==> config.mk <==
export PLATFORM = sky130hd
export DESIGN_NAME = mem_arbiter
export DESIGN_NICKNAME = d
export VERILOG_FILES = /design/src/rtl/mem_arbiter.sv
export SDC_FILE = /design/constraint.sdc
export NUM_CORES = 1
export LEC_CHECK = 0
export ABC_AREA = 0
export BUFFER_PORTS_ARGS = -buffer_cell sky130_fd_sc_hd__buf_4
export CAP_MARGIN = 20
export CORE_MARGIN = 4
export CORE_UTILIZATION = 39
export CTS_BUF_LIST = sky130_fd_sc_hd__clkbuf_8
export DETAILED_ROUTE_END_ITERATION = 16
export GPL_ROUTABILITY_DRIVEN = 0
export GPL_TIMING_DRIVEN = 0
export PLACE_DENSITY = 0.81
export SETUP_SLACK_MARGIN = 0.4
export SLEW_MARGIN = 20
export SYNTH_ARGS = -nofsm -noshare
export SYNTH_HDL_FRONTEND = slang
export SYNTH_SLANG_ARGS = --single-unit
==> constraint.sdc <==
create_clock -name clk -period 3.5 [get_ports clk]
set_input_delay 0.525 -clock clk [delete_from_list [all_inputs] [get_ports clk]]
set_output_delay 0.525 -clock clk [all_outputs]
set_load 0.05 [all_outputs]
==> src/rtl/mem_arbiter.sv <==
// mem_arbiter: shares the single multi-cycle main memory between the
// I-cache and D-cache miss FSMs. One cache owns the memory per miss
// transaction. Read beats that are still in flight are drained before the
// other cache is granted, and each returning beat is steered to the cache
// that issued the reads.
//
// Optional feature: define ARB_ROUND_ROBIN_EN to resolve an I/D tie in IDLE
// in favour of the side that was not the last owner. Without it, D always
// wins a tie.
module mem_arbiter #(
  parameter int ADDR_W  = 16,
  parameter int MAX_OUT = 4
) (
  input  logic              clk,
  input  logic              rst,
  input  logic              i_busy,
  input  logic              i_req,
  input  logic [ADDR_W-1:0] i_addr,
  input  logic              d_busy,
  input  logic              d_req,
  input  logic              d_wr,
  input  logic [ADDR_W-1:0] d_addr,
  input  logic [ADDR_W-1:0] d_wdata,
  input  logic              mem_valid,
  output logic              mem_en,
  output logic              mem_wr,
  output logic [ADDR_W-1:0] mem_addr,
  output logic [ADDR_W-1:0] mem_wdata,
  output logic              gnt_i,
  output logic              gnt_d,
  output logic              i_valid,
  output logic              d_valid
);

  localparam int CW = $clog2(MAX_OUT + 1);

  typedef enum logic [1:0] {IDLE, GNT_I, GNT_D, DRAIN} state_t;
  typedef enum logic {OWN_D = 1'b0, OWN_I = 1'b1} owner_t;

  state_t        state, state_next;
  // The owner register doubles as the last-owner memory used for round-robin
  // ties, because it is loaded only when a grant is taken and holds otherwise.
  owner_t        owner, owner_next;
  logic [CW-1:0] cnt, cnt_next;
  logic          cnt_nz;
  logic          sat;
  logic          rd_issue;
  logic          rd_retire;
  logic          d_pend;
  logic          i_pend;

  assign cnt_nz    = (cnt != '0);
  assign sat       = (cnt == CW'(MAX_OUT));
  assign rd_issue  = mem_en & ~mem_wr;
  // A beat arriving with nothing outstanding is stale (for example after a
  // reset) and is dropped here.
  assign rd_retire = mem_valid & cnt_nz;
  assign i_valid   = rd_retire & (owner == OWN_I);
  assign d_valid   = rd_retire & (owner == OWN_D);
  assign d_pend    = d_busy | d_wr;
  assign i_pend    = i_busy;

  // Forward only the granted cache's request; the memory sees nothing otherwise.
  always_comb begin
    // NOTE: every output gets a default first so no path leaves it unassigned,
    // which would otherwise infer a latch.
    mem_en    = 1'b0;
    mem_wr    = 1'b0;
    mem_addr  = '0;
    mem_wdata = '0;
    case (state)
      GNT_I: begin
        mem_en   = i_req & ~sat;
        mem_addr = i_addr;
      end
      GNT_D: begin
        mem_en    = (d_req & ~sat) | d_wr;
        mem_wr    = d_wr;
        mem_addr  = d_addr;
        mem_wdata = d_wdata;
      end
      default: ;
    endcase
  end

  // Outstanding-read count: a read issue and a beat retire in the same cycle cancel.
  always_comb begin
    cnt_next = cnt;
    if (rd_issue && !rd_retire) begin
      cnt_next = cnt + CW'(1);
    end else if (!rd_issue && rd_retire) begin
      cnt_next = cnt - CW'(1);
    end
  end

  // Next-state and owner selection for the grant FSM.
  always_comb begin
    state_next = state;
    owner_next = owner;
    case (state)
      IDLE: begin
`ifdef ARB_ROUND_ROBIN_EN
        if (d_pend && i_pend) begin
          if (owner == OWN_D) begin
            state_next = GNT_I;
            owner_next = OWN_I;
          end else begin
            state_next = GNT_D;
            owner_next = OWN_D;
          end
        end else if (d_pend) begin
          state_next = GNT_D;
          owner_next = OWN_D;
        end else if (i_pend) begin
          state_next = GNT_I;
          owner_next = OWN_I;
        end
`else
        if (d_pend) begin
          state_next = GNT_D;
          owner_next = OWN_D;
        end else if (i_pend) begin
          state_next = GNT_I;
          owner_next = OWN_I;
        end
`endif
      end
      GNT_I: begin
        if (!i_busy && !i_req) begin
          state_next = (cnt_nz || (cnt_next != '0)) ? DRAIN : IDLE;
        end
      end
      GNT_D: begin
        if (!d_busy && !d_req && !d_wr) begin
          state_next = (cnt_nz || (cnt_next != '0)) ? DRAIN : IDLE;
        end
      end
      DRAIN: begin
        if (cnt_next == '0) begin
          state_next = IDLE;
        end
      end
      default: state_next = IDLE;
    endcase
  end

  // State, owner, counter and registered grant flags.
  always_ff @(posedge clk or posedge rst) begin
    if (rst) begin
      state <= IDLE;
      owner <= OWN_D;
      cnt   <= '0;
      gnt_i <= 1'b0;
      gnt_d <= 1'b0;
    end else begin
      // NOTE: non-blocking assignments so every register samples the values
      // that were current before this edge, whatever the statement order.
      state <= state_next;
      owner <= owner_next;
      cnt   <= cnt_next;
      gnt_i <= (state_next == GNT_I);
      gnt_d <= (state_next == GNT_D);
    end
  end

endmodule

* After elaboration in Yosys (flattened, before gate mapping) *
Index checks and enable logic that the tools add are counted.

word-level totals
  register bits = 8
  bits of input ports = 56
  output and inout port bits = 38
  logic and storage cells = 58

operators by class
  add/sub/neg operators = 2
  equality and inequality tests = 6
  multiplexer cells = 15
  bitwise operators = 11
  reductions and logical operators = 19

operator list
  cell                 number
  $pmux 16 s2          1
  $mux 16              1
  $mux 2               6
  $pmux 2 s4           1
  $logic_not 1->1      7
  $and 1x1->1          6
  $eq 2x2->1 const B   3
  $mux 3               2
  $reduce_bool 3->1    2
  $logic_and 1x1->1    5
  $eq 2x1->1 const B   2
  $add 3x1->3 const B  1
  $eq 3x3->1 const B   1
  $logic_not 3->1      1
  $mux 1               3
  $not 1->1            3
  $sub 3x1->3 const B  1
  $logic_not 2->1      1
  $or 1x1->1           2
  $pmux 1 s2           1
  $reduce_and 2->1     1
  $reduce_bool 2->1    1
  $logic_or 1x1->1     1

* Longest topological paths before layout *
  word-level depth = 16
  depth in mapped cells = 11
  depth with buffers taken out = 9

* Least setup slack after synthesis *
Ideal clock, no wire load.

  path type = register to output
  from = reg state[0]
  to = out mem_en
  data arrival time = 2.077 ns
  required time = 2.975 ns
  slack = 0.898 ns
  cell stages (with the launch flop) = 7
  buffers on the path = 1
  cell sequence = dfrtp_1 inv_1 ha_1 buf_2 and2_1 a21oi_1 nor2b_1

between the ends
  cells in the longest elaborated chain, start to end = 2
  elaborated cells on any way between the ends = 3
  those cells by class = eq/ne: 2; mux: 1

RTL lines
  element                                          line  source
  start, declared                                  40    state_t state, state_next;
  start signal, assigned                           158   state <= state_next;
  $eq 2x2->1 / $eq 2x1->1 (equally long branches)  71    case (state)
  $pmux 1 s2 (*)                                   71
  end, declared                                    25    output logic mem_en,

Every way passes the cells marked *; elsewhere a longest branch is shown, timed or not.

* Worst setup path in the final report *
  from = reg state[0]
  to = reg gnt_d

between the ends
  cells in the longest elaborated chain, start to end = 14
  elaborated cells on any way between the ends = 24
  those cells by class = eq/ne: 4; mux: 11; bitwise: 2; reduce/logical: 7

RTL lines
  element                           line      source
  $eq 2x2->1                        71, 100
  $mux 1                            71
  $not 1->1                         54        assign rd_issue = mem_en & ~mem_wr;
  $and 1x1->1                       54
  $logic_not 1->1                   91        end else if (!rd_issue && rd_retire) begin
  $logic_and 1x1->1                 91
  $mux 3                            91
  $mux 3                            89        if (rd_issue && !rd_retire) begin
  $reduce_bool 3->1                 130, 135
  $logic_or 1x1->1                  130, 135
  $mux 2                            130, 135
  $mux 2, on equally long branches  134, 129
  $pmux 2 s4 (*)                    100       case (state)
  $eq 2x2->1 (*)                    162       gnt_d <= (state_next == GNT_D);
  end signal, assigned              162
  end, declared                     30        output logic gnt_d,

Marks and branches as above.
A chain may end at the register's enable or synchronous reset.

==> impl_results.md <==
* Yosys Warn Count at 0
* Comb pwr share at 84.1%
* Multi-input logic area at 805 µm²
* TritonCTS Buffers at 3
* TritonCTS clock tree: built
* Hold_buf cts at 0
* Worst-margin pin slew at 0.510 ns
* Final setup viols at 0
* Synth Instances at 138
* Internal power at 0.000747 W
* R2R Setup Slk at 0.63 ns
* Die ar. at 0.00369 mm²
* Synth area leaders: dfrtp_1 (18%), a22oi_1 (11%), and2_1 (10%)
* HP Class: in2async
* Sw Pwr at 0.00106 W
* Die X at 60.7 µm
* Unrepaired setup endpoints after global routing: no
* Tcrit/Tclk final at 82.0%
* Clock latency on the worst-skew pair at 0.22 ns
* Drt via density at 5.29
* Port bufs at 93
* Sw Share at 58.6%
* Synthesized area at 0.00108 mm²
* Number of fill cells at 224
* Syn avg cell area at 7.86 µm²
* CP arrival at 2.98 ns
* Synth cell count leaders: and2_1 (18), nor2b_1 (18), a22oi_1 (16)
* Max transition margin at 65.0%
* Dpl cell area at 0.00182 mm²
* Peak supply drop at 0.653 mV
* Crit. End Element: flip-flop
* Post-synth top area share at 18.5%
* Final hold violations at 0
* Status: completed
* Routed vias at 1,396
* Number of global-route vias before repair at 1,356
* Crit path launch type: flip-flop
* Tot GR Track Use at 21.9%
* Post-synthesis register bit count at 8
* Antenna viol nets, final at 0
* HPWL after DPL at 3660 µm
* Maxcap violations at 0
* CTS Buffer Depth at 2
* Slowest stage delay, CP at 0.47 ns
* Share of power burned in registers at 10.1%
* Worst R2R End: gnt_d$_DFF_PP0_
* CP Class: reg2reg
* P per Cell Area at 968 mW/mm²
* # nets final at 300
* F_max at 349 MHz
* Top fanout value on the critical path at 9
* Met1 GRT Util at 27.6%
* Initial drt markers at 61
* Antenna violations before repair at 0
* WL final at 4290 µm
* Register Area at 200 µm²
* Core Footprint at 0.00257 mm²
* Global-route wire length before repair at 6160 µm
* I/O pin total at 94
* Critical path, cell by cell: inv_1 -> ha_1 -> a21boi_1 -> and3_1 -> buf_6 -> mux2i_1 -> a211oi_1 -> o21ai_0 -> o211ai_2 -> and2_1
* Worst hold slack at 0.249 ns
* Largest area contributor in the netlist: dfrtp_1
* Std-Cell Rows at 18
* Cell family with most CP delay: compound AO/OA/AOI/OAI gates
* Final Cell Area at 0.00186 mm²
* Critical-path top delay cell: mux2i_1
* Max-slew violation count at 0
* H-tree levels at 1
* Post_cts resized at 0
* Met2 Track Usage GR at 38.5%
* CTS Sinks at 8
* WP data required at 3.61 ns
* Final Power at 0.00180 W
* EDFF count, synth at 0
* P_leak at 0.930 nW
* Largest net degree at the start of global routing at 11
* Postcts setup bufs at 0
* R2R cell count at 10
* Clk_skew at 0.00149 ns
* GRT met3 Usage at 4.26%
* Initial DRT Pass Iterations at 5
* Post-synthesis async set-or-reset flop share at 100%
* Final core utilization at 72.5%
* GRT busiest layer: met2
* Synth-to-Final Area Change at 71.6%
* Effective utilization at floorplan at 42.3%
* Unique masters post-synth at 34
* Mean routed wirelength per cell at 16.2 µm
* Worst path bufs/invs at 2
* Register area share after synthesis at 18.5%
* Fin crit period at 2.87 ns
* Root Buffer: clkbuf_8
* Clock Power Share at 5.8%
* Syn_nets at 202
* Share of cells above drive strength 1 at 43.6%
* CTS clk-pin slew, worst paths at 0.04 ns
* Chip height at 60.7 µm
* Reg-to-reg startpoint: state[0]$_DFF_PP0_
* DRC at 0
* Setup TNS at 0 ns
* Ant. Diodes at 0
* Post-synth top flop: dfrtp_1
* Gr ovfl total at 0
[worst max path at each step]
stage                                   from               to  slack, ns  cells after the start
after floorplan           state[0]$_DFF_PP0_           mem_en       0.90                      6
after global placement    state[0]$_DFF_PP0_  gnt_d$_DFF_PP0_       0.77                     10
after detailed placement  state[0]$_DFF_PP0_  gnt_d$_DFF_PP0_       0.68                     10
after CTS                 state[0]$_DFF_PP0_  gnt_d$_DFF_PP0_       0.68                     10
after global routing      state[0]$_DFF_PP0_  gnt_d$_DFF_PP0_       0.41                     10
final                     state[0]$_DFF_PP0_  gnt_d$_DFF_PP0_       0.63                     10
[cell type report]
class,instances,area share [%]
Tap cell,30,2.02
Buffer,8,2.49
Timing Repair Buffer,93,37.5
Sequential cell,8,10.8
Clock buffer,3,2.22
Inverter,9,1.81
Multi-Input combinational cell,113,43.2
[layer usage]
layer / vias up / wire length (µm)
li1: 682 / -
met1: 647 / 1580
met2: 57 / 2330
met3: 10 / 279
met4: 0 / 93
met5: - / 0
[cell families (layout without fill, tap and decap cells)]
kind of cell | Yosys count | after routing | share of synthesized area, %
buf+inv | 17 | 113 | 7.38
fa+ha+maj | 10 | 10 | 11.1
compound gates | 41 | 41 | 28.3
flops | 8 | 8 | 18.5
mux | 3 | 3 | 3.23
simple gates | 56 | 56 | 29.2
xor+xnor | 3 | 3 | 2.42
[stage by stage]
| stage | cells | worst slack, ns |
|---|---|---|
| 3_3_place_gp | 261 | 0.766 |
| 6_report | 264 | 0.631 |
| 4_1_cts | 264 | 0.677 |
| 3_5_place_dp | 261 | 0.677 |
| 5_1_grt | 264 | 0.408 |
| 2_1_floorplan | 138 | 0.898 |
[power groups by stage]
| stage | clock network, W | registers (W) | logic, W |
|---|---|---|---|
| after floorplan | 0 | 0.000197 | 0.00107 |
| after global placement | 0 | 0.000177 | 0.00148 |
| after detailed placement | 0 | 0.000181 | 0.00152 |
| after CTS | 0.000109 | 0.000180 | 0.00152 |
| after global routing | 0.000114 | 0.000188 | 0.00162 |
| final | 0.000105 | 0.000181 | 0.00152 |
[cells in the final DEF (no fill, tap or decap), types with 2 or more instances in the layout]
cell type  instances
a211oi_1           2
a21oi_1            4
a22oi_1           16
and2_1            18
and3_1             2
buf_4             93
buf_6              2
clkbuf_1           5
clkbuf_8           3
dfrtp_1            8
ha_1               8
inv_1              9
maj3_1             2
mux2i_1            2
nand2_1            6
nand3_1            3
nor2_1             5
nor2b_1           18
nor3_1             2
o21ai_0            8
o22ai_1            2
xor2_1             2
[flip-flops by register name, indices dropped and copies added (netlist names)]
register  count
gnt_i         1
gnt_d         1
state         2
cnt           3
owner         1
Power figures use the tool's default switching activity.
